<file path="config.mk">
export PLATFORM = sky130hd
export DESIGN_NAME = fixed_sqrt
export DESIGN_NICKNAME = d
export VERILOG_FILES = /design/src/rtl/sqrt_pkg.sv /design/src/rtl/sqrt_step.sv /design/src/rtl/fixed_sqrt.sv
export SDC_FILE = /design/constraint.sdc
export NUM_CORES = 1
export LEC_CHECK = 0
export BUFFER_PORTS_ARGS = -buffer_cell sky130_fd_sc_hd__buf_2
export CORE_ASPECT_RATIO = 0.75
export CORE_MARGIN = 4
export CORE_UTILIZATION = 40
export CTS_CLUSTER_DIAMETER = 30
export DETAILED_ROUTE_END_ITERATION = 10
export GPL_TIMING_DRIVEN = 0
export PLACE_DENSITY_LB_ADDON = 0.25
export SKIP_CTS_REPAIR_TIMING = 1
export SLEW_MARGIN = 25
export SYNTH_ARGS = -nofsm -noshare
export SYNTH_HDL_FRONTEND = slang
export SYNTH_HIERARCHICAL = 1
export SYNTH_SLANG_ARGS = --single-unit
</file>
<file path="constraint.sdc">
create_clock -name clk -period 3.1 [get_ports clk]
set_input_delay 0.465 -clock clk [delete_from_list [all_inputs] [get_ports clk]]
set_output_delay 0.465 -clock clk [all_outputs]
set_load 0.01 [all_outputs]
</file>
<file path="src/rtl/sqrt_pkg.sv">
// Shared types and helpers for the fixed-point square-root block.
package sqrt_pkg;

  typedef enum logic [1:0] {
    IDLE = 2'd0,
    CALC = 2'd1,
    DONE = 2'd2
  } state_e;

  // Result width: half the radicand bits plus the extra fractional bits.
  function automatic int calc_qw(input int w, input int e);
    return (w / 2) + e;
  endfunction

endpackage

</file>
<file path="src/rtl/sqrt_step.sv">
// One restoring square-root iteration: bring down two radicand bits,
// try subtracting (4*root + 1), keep the result only if non-negative.
module sqrt_step #(
  parameter int QW = 12
) (
  input  logic [QW+1:0] rem_i,
  input  logic [QW-1:0] root_i,
  input  logic [1:0]    pair_i,
  output logic [QW+1:0] rem_o,
  output logic [QW-1:0] root_o
);

  logic [QW+3:0] shifted;
  logic [QW+3:0] trial;
  logic [QW+3:0] diff;
  logic          ge;

  // Trial subtraction and root-bit decision.
  always_comb begin
    shifted = {rem_i, pair_i};
    trial   = {2'b00, root_i, 2'b01};
    diff    = shifted - trial;
    ge      = (shifted >= trial);
    rem_o   = (QW+2)'(ge ? diff : shifted);
    root_o  = (root_i << 1) | QW'(ge);
  end

endmodule

</file>
<file path="src/rtl/fixed_sqrt.sv">
// Sequential fixed-point square root, one result bit per cycle.
// Optional remainder output enabled by defining SQRT_REM_EN.
module fixed_sqrt
  import sqrt_pkg::*;
#(
  parameter  int W  = 12,
  parameter  int F  = 4,
  parameter  int E  = 6,
  localparam int QW = calc_qw(W, E)
) (
  input  logic          clk,
  input  logic          rst,
  input  logic          start,
  input  logic [W-1:0]  a,
  output logic          ready,
  output logic          busy,
  output logic          valid,
  output logic [QW-1:0] q
`ifdef SQRT_REM_EN
  ,
  output logic [QW:0]   rem
`endif
);

  localparam int unsigned RW = 2 * QW;
  localparam int unsigned CW = $clog2(QW + 1);

  // Reject parameter sets the datapath cannot represent.
  if ((W < 2) || ((W % 2) != 0) || ((F % 2) != 0) || (F < 0) || (F > W) || (E < 0))
  begin : g_param_check
    $error("fixed_sqrt: illegal parameters W=%0d F=%0d E=%0d", W, F, E);
  end

  state_e          state_q, state_d;
  logic            ready_q, ready_d;
  logic            busy_q, busy_d;
  logic            valid_q, valid_d;
  logic [RW-1:0]   rad_q, rad_d;
  logic [QW+1:0]   prem_q, prem_d;
  logic [QW-1:0]   root_q, root_d;
  logic [CW-1:0]   cnt_q, cnt_d;
  logic [QW-1:0]   q_q, q_d;
`ifdef SQRT_REM_EN
  logic [QW:0]     rem_q, rem_d;
`endif

  logic            accept;
  logic            a_zero;
  logic            last;
  logic [QW+1:0]   step_rem;
  logic [QW-1:0]   step_root;

  sqrt_step #(.QW(QW)) u_step (
    .rem_i  (prem_q),
    .root_i (root_q),
    .pair_i (rad_q[RW-1 -: 2]),
    .rem_o  (step_rem),
    .root_o (step_root)
  );

  // State register.
  always_ff @(posedge clk) begin
    if (rst) state_q <= IDLE;
    else     state_q <= state_d;
  end

  // Next-state logic; a zero radicand skips the iteration phase.
  always_comb begin
    state_d = state_q;
    case (state_q)
      IDLE:    if (start) state_d = a_zero ? DONE : CALC;
      CALC:    if (last)  state_d = DONE;
      DONE:    state_d = IDLE;
      default: state_d = IDLE;
    endcase
  end

  // Status outputs follow the upcoming state so they register with it.
  always_comb begin
    accept  = (state_q == IDLE) && start;
    a_zero  = (a == '0);
    last    = (state_q == CALC) && (cnt_q == CW'(QW - 1));
    ready_d = (state_d == IDLE);
    busy_d  = (state_d == CALC) || (state_d == DONE);
    valid_d = (state_d == DONE);
  end

  // Datapath next values: load on accept, iterate in CALC, publish on the last step.
  always_comb begin
    rad_d  = rad_q;
    prem_d = prem_q;
    root_d = root_q;
    cnt_d  = cnt_q;
    q_d    = q_q;
`ifdef SQRT_REM_EN
    rem_d  = rem_q;
`endif
    if (accept) begin
      rad_d  = RW'(a) << (2 * E);
      prem_d = '0;
      root_d = '0;
      cnt_d  = '0;
      if (a_zero) begin
        q_d   = '0;
`ifdef SQRT_REM_EN
        rem_d = '0;
`endif
      end
    end else if (state_q == CALC) begin
      rad_d  = rad_q << 2;
      prem_d = step_rem;
      root_d = step_root;
      cnt_d  = cnt_q + CW'(1);
      if (last) begin
        q_d   = step_root;
`ifdef SQRT_REM_EN
        rem_d = (QW+1)'(step_rem);
`endif
      end
    end
  end

  // Datapath and output registers.
  always_ff @(posedge clk) begin
    if (rst) begin
      ready_q <= 1'b1;
      busy_q  <= 1'b0;
      valid_q <= 1'b0;
      rad_q   <= '0;
      prem_q  <= '0;
      root_q  <= '0;
      cnt_q   <= '0;
      q_q     <= '0;
`ifdef SQRT_REM_EN
      rem_q   <= '0;
`endif
    end else begin
      ready_q <= ready_d;
      busy_q  <= busy_d;
      valid_q <= valid_d;
      rad_q   <= rad_d;
      prem_q  <= prem_d;
      root_q  <= root_d;
      cnt_q   <= cnt_d;
      q_q     <= q_d;
`ifdef SQRT_REM_EN
      rem_q   <= rem_d;
`endif
    end
  end

  assign ready = ready_q;
  assign busy  = busy_q;
  assign valid = valid_q;
  assign q     = q_q;
`ifdef SQRT_REM_EN
  assign rem   = rem_q;
`endif

endmodule

</file>
==> metrics.md <==
| Metric | Value |
|---|---|
| Run status | `completed` |
| Synthesis-to-finish area growth | `16.69%` |
| Max-slew violation count | `0` |
| DRT Wirelength | `a little under 8 mm` |
| Initial Utilization | `0.4216` |
| Data required, critical path | `3.30 ns` |
| Reg2Reg Setup Slack | `0.52 ns` |
| Final global-route overflow total | `0` |
| HP Class | `in -> reg` |
| #FFs+latches synth | `around 60` |
| P per Cell Area | `1484 nW/um^2` |
| CTS buffer count | `9` |
| Fin Setup TNS | `0 ns` |
| Die W | `114.6 um` |
| Root Driver | `clkbuf_16` |
| DRC violations left | `0` |
| Commonest non-fill, non-tap cell in the layout | `nand2_1` |
| Async S/R FF share, synth | `0` |
| Layout fillers | `776` |
| H-tree depth | `3` |
| Yosys warns | `6` |
| Worst-path clk slew | `0.05 ns` |
| Initial antenna violation count | `0` |
| Die Ht | `87.99 um` |
| Cell row count | `28` |
| Post-synth top area share | `0.3462` |
| Crit end category | `register` |
| Grt met2 use | `0.2530` |
| CP arrival | `around 2.8 ns` |
| Global Route Usage Sum | `0.1666` |
| Max Fclk | `0.3870 GHz` |
| Iter 0 DRT Violations | `161` |
| Syn Std Cell Area | `roughly 3400 sq um` |
| Vias in the first global route | `around 2800` |
| Synth Flop Type | `dfxtp_1` |
| GPL Wtd Cong | `between 0.8 and 0.9` |
| Syn nets | `436` |
| Nets | `476` |
| Final hold violations | `0` |
| Syn Area/Cell | `about 8.4 sq um` |
| Final Util | `0.4920` |
| Final min period | `2.584 ns` |
| Vias per cell | `around 5.2` |
| Slew Limit Headroom | `0.4916` |
| Via count | `just under 3000` |
| Final setup fails | `0` |
| Final hold slack | `approximately 0.4 ns` |
| Post-DR wirelength/cell | `14.06 um` |
| Port bufs | `29` |
| Worst-path maximum fanout | `10` |
| Post-Syn Instances | `between 400 and 500` |
| Drt pass-1 iters | `5` |
| Clock skew | `approximately 0.0056 ns` |
| Library cells used by synthesis | `54` |
| GRT met1 Usage | `0.2374` |
| Leakage | `1.609 nW` |
| Clock Latency Late Sink | `0.32 ns` |
| CTS sink cnt | `59` |
| Core ar. | `8093 sq um` |
| Post-synthesis sequential area ratio | `0.3462` |
| Most Used Layer, Global Route | `met2` |
| Main area contributors after synthesis | `dfxtp_1, nand2_1, a21oi_1, ha_1, buf_4` |
| Number of max-cap violations | `0` |
| Final Cycle Share | `0.8336` |
| Pin count of the biggest net entering global routing | `11` |
| First-pass GRT wire length | `around 13 mm` |
| Most frequent cells in the layout | `nand2_1, dfxtp_1, a21oi_1, buf_2` |
| Post-DP HPWL | `~6.1 mm` |
| Met3 Track Usage GR | `0.04282` |
| Layout cells sized above 1 | `0.2294` |
| Area of the die | `10090 sq um` |
| WS Path Type | `reg -> reg` |
| Post-route cell area | `3981 sq um` |
| Post-Place Cell Area | `~3700 sq um` |
| Ant. Diodes | `0` |
| Post-synth EDFFs | `0` |
| Area leader, netlist | `dfxtp_1` |
| RSZ-0062 raised after global routing | `false` |
| Peak supply drop | `0.001222 V` |
| Number of routed nets with antenna violations | `0` |
| Crit path launch type | `register` |
| Max clock buf depth | `2` |
| Least-Margin Pin Slew | `~0.76 ns` |
| I/O pins | `30` |
| CTS tree | `done` |
## cells in the mapped netlist, types with 3 or more instances
cell       number
inv_1          17
a22oi_1        10
nand3_1         4
a21o_1          3
or2_2           3
buf_2          11
dfxtp_1        59
nor3_1          6
nand4_1         3
xnor2_1        11
nor2b_1        16
nand2_1        72
nor4_1          3
mux2_4          7
o2bb2ai_1      12
o21ai_0        17
mux2_2          4
ha_1           17
clkbuf_1        6
buf_4          15
a21oi_1        49
nor2_1         14
a31oi_1         3
## worst paths after layout
kind	start	to	cells past startpoint
setup / recovery	root_q[2]$_SDFFE_PP0N_	prem_q[11]$_SDFFE_PP0N_	10
hold reg to reg	rad_q[20]$_SDFFE_PP0P_	rad_q[20]$_SDFFE_PP0P_	2
hold / removal	a[0]	rad_q[12]$_SDFFE_PP0P_	3
setup reg to reg	root_q[2]$_SDFFE_PP0N_	prem_q[11]$_SDFFE_PP0N_	10
## cells by family after synthesis
family                     Yosys count  synth area share
AOI/OAI and AO/OA                  113            0.2266
muxes                               13           0.04987
and+or+nand+nor                    136            0.1980
xor gates and xnor gates            13           0.03337
adders and majority gates           17           0.06234
buffers and inverters               53           0.08360
DFF                                 59            0.3462
## flip-flops by register name (all words and copies together) (netlist names)
name     cells
valid        1
prem_q      14
busy         1
state_q      2
rad_q       12
root_q      12
cnt_q        4
ready        1
q           12
## report_power, final
part           switching, mW  internal, mW
logic                   1.84          2.18
registers             0.0842         0.868
clock network          0.314         0.626
## critical path: stages (launching register included)
cell and delay [ns]:
dfxtp_1 0.42, inv_1 0.08, ha_1 0.40, nand4_1 0.20, nor3_1 0.26, nor2_1 0.11, a31oi_4 0.33, buf_6 0.23
mux2_4 0.31, nand2_1 0.06, a21oi_1 0.06
## per-stage QoR
stage	worst slack, ns	instances	power [mW]
2_1_floorplan	0.9323	404	4.387
3_3_place_gp	0.5565	538	4.931
3_5_place_dp	0.5334	538	4.962
4_1_cts	0.5212	554	5.927
5_1_grt	0.3369	554	6.324
6_report	0.5158	554	5.909
## area by class of cell
| class | count | area [sq um] | share of cell area |
|---|---|---|---|
| multi-input cells | 292 | 1946 | 0.4887 |
| plain buffers | 36 | 221.5 | 0.05563 |
| clock inverters | 1 | 5.005 | 0.001257 |
| repair buffers | 29 | 145.1 | 0.03645 |
| well taps | 105 | 131.4 | 0.03300 |
| flip-flops and latches | 59 | 1181 | 0.2967 |
| inverters | 17 | 63.81 | 0.01603 |
| clock buffers | 15 | 287.8 | 0.07228 |
## per-layer routing
layer | vias up | share of wire
li1 | 1471 | -
met4 | 0 | 0.0081
met5 | - | 0
met3 | 6 | 0.054
met2 | 64 | 0.43
met1 | 1345 | 0.51
Note: power is estimated with default switching activity, not from simulation.
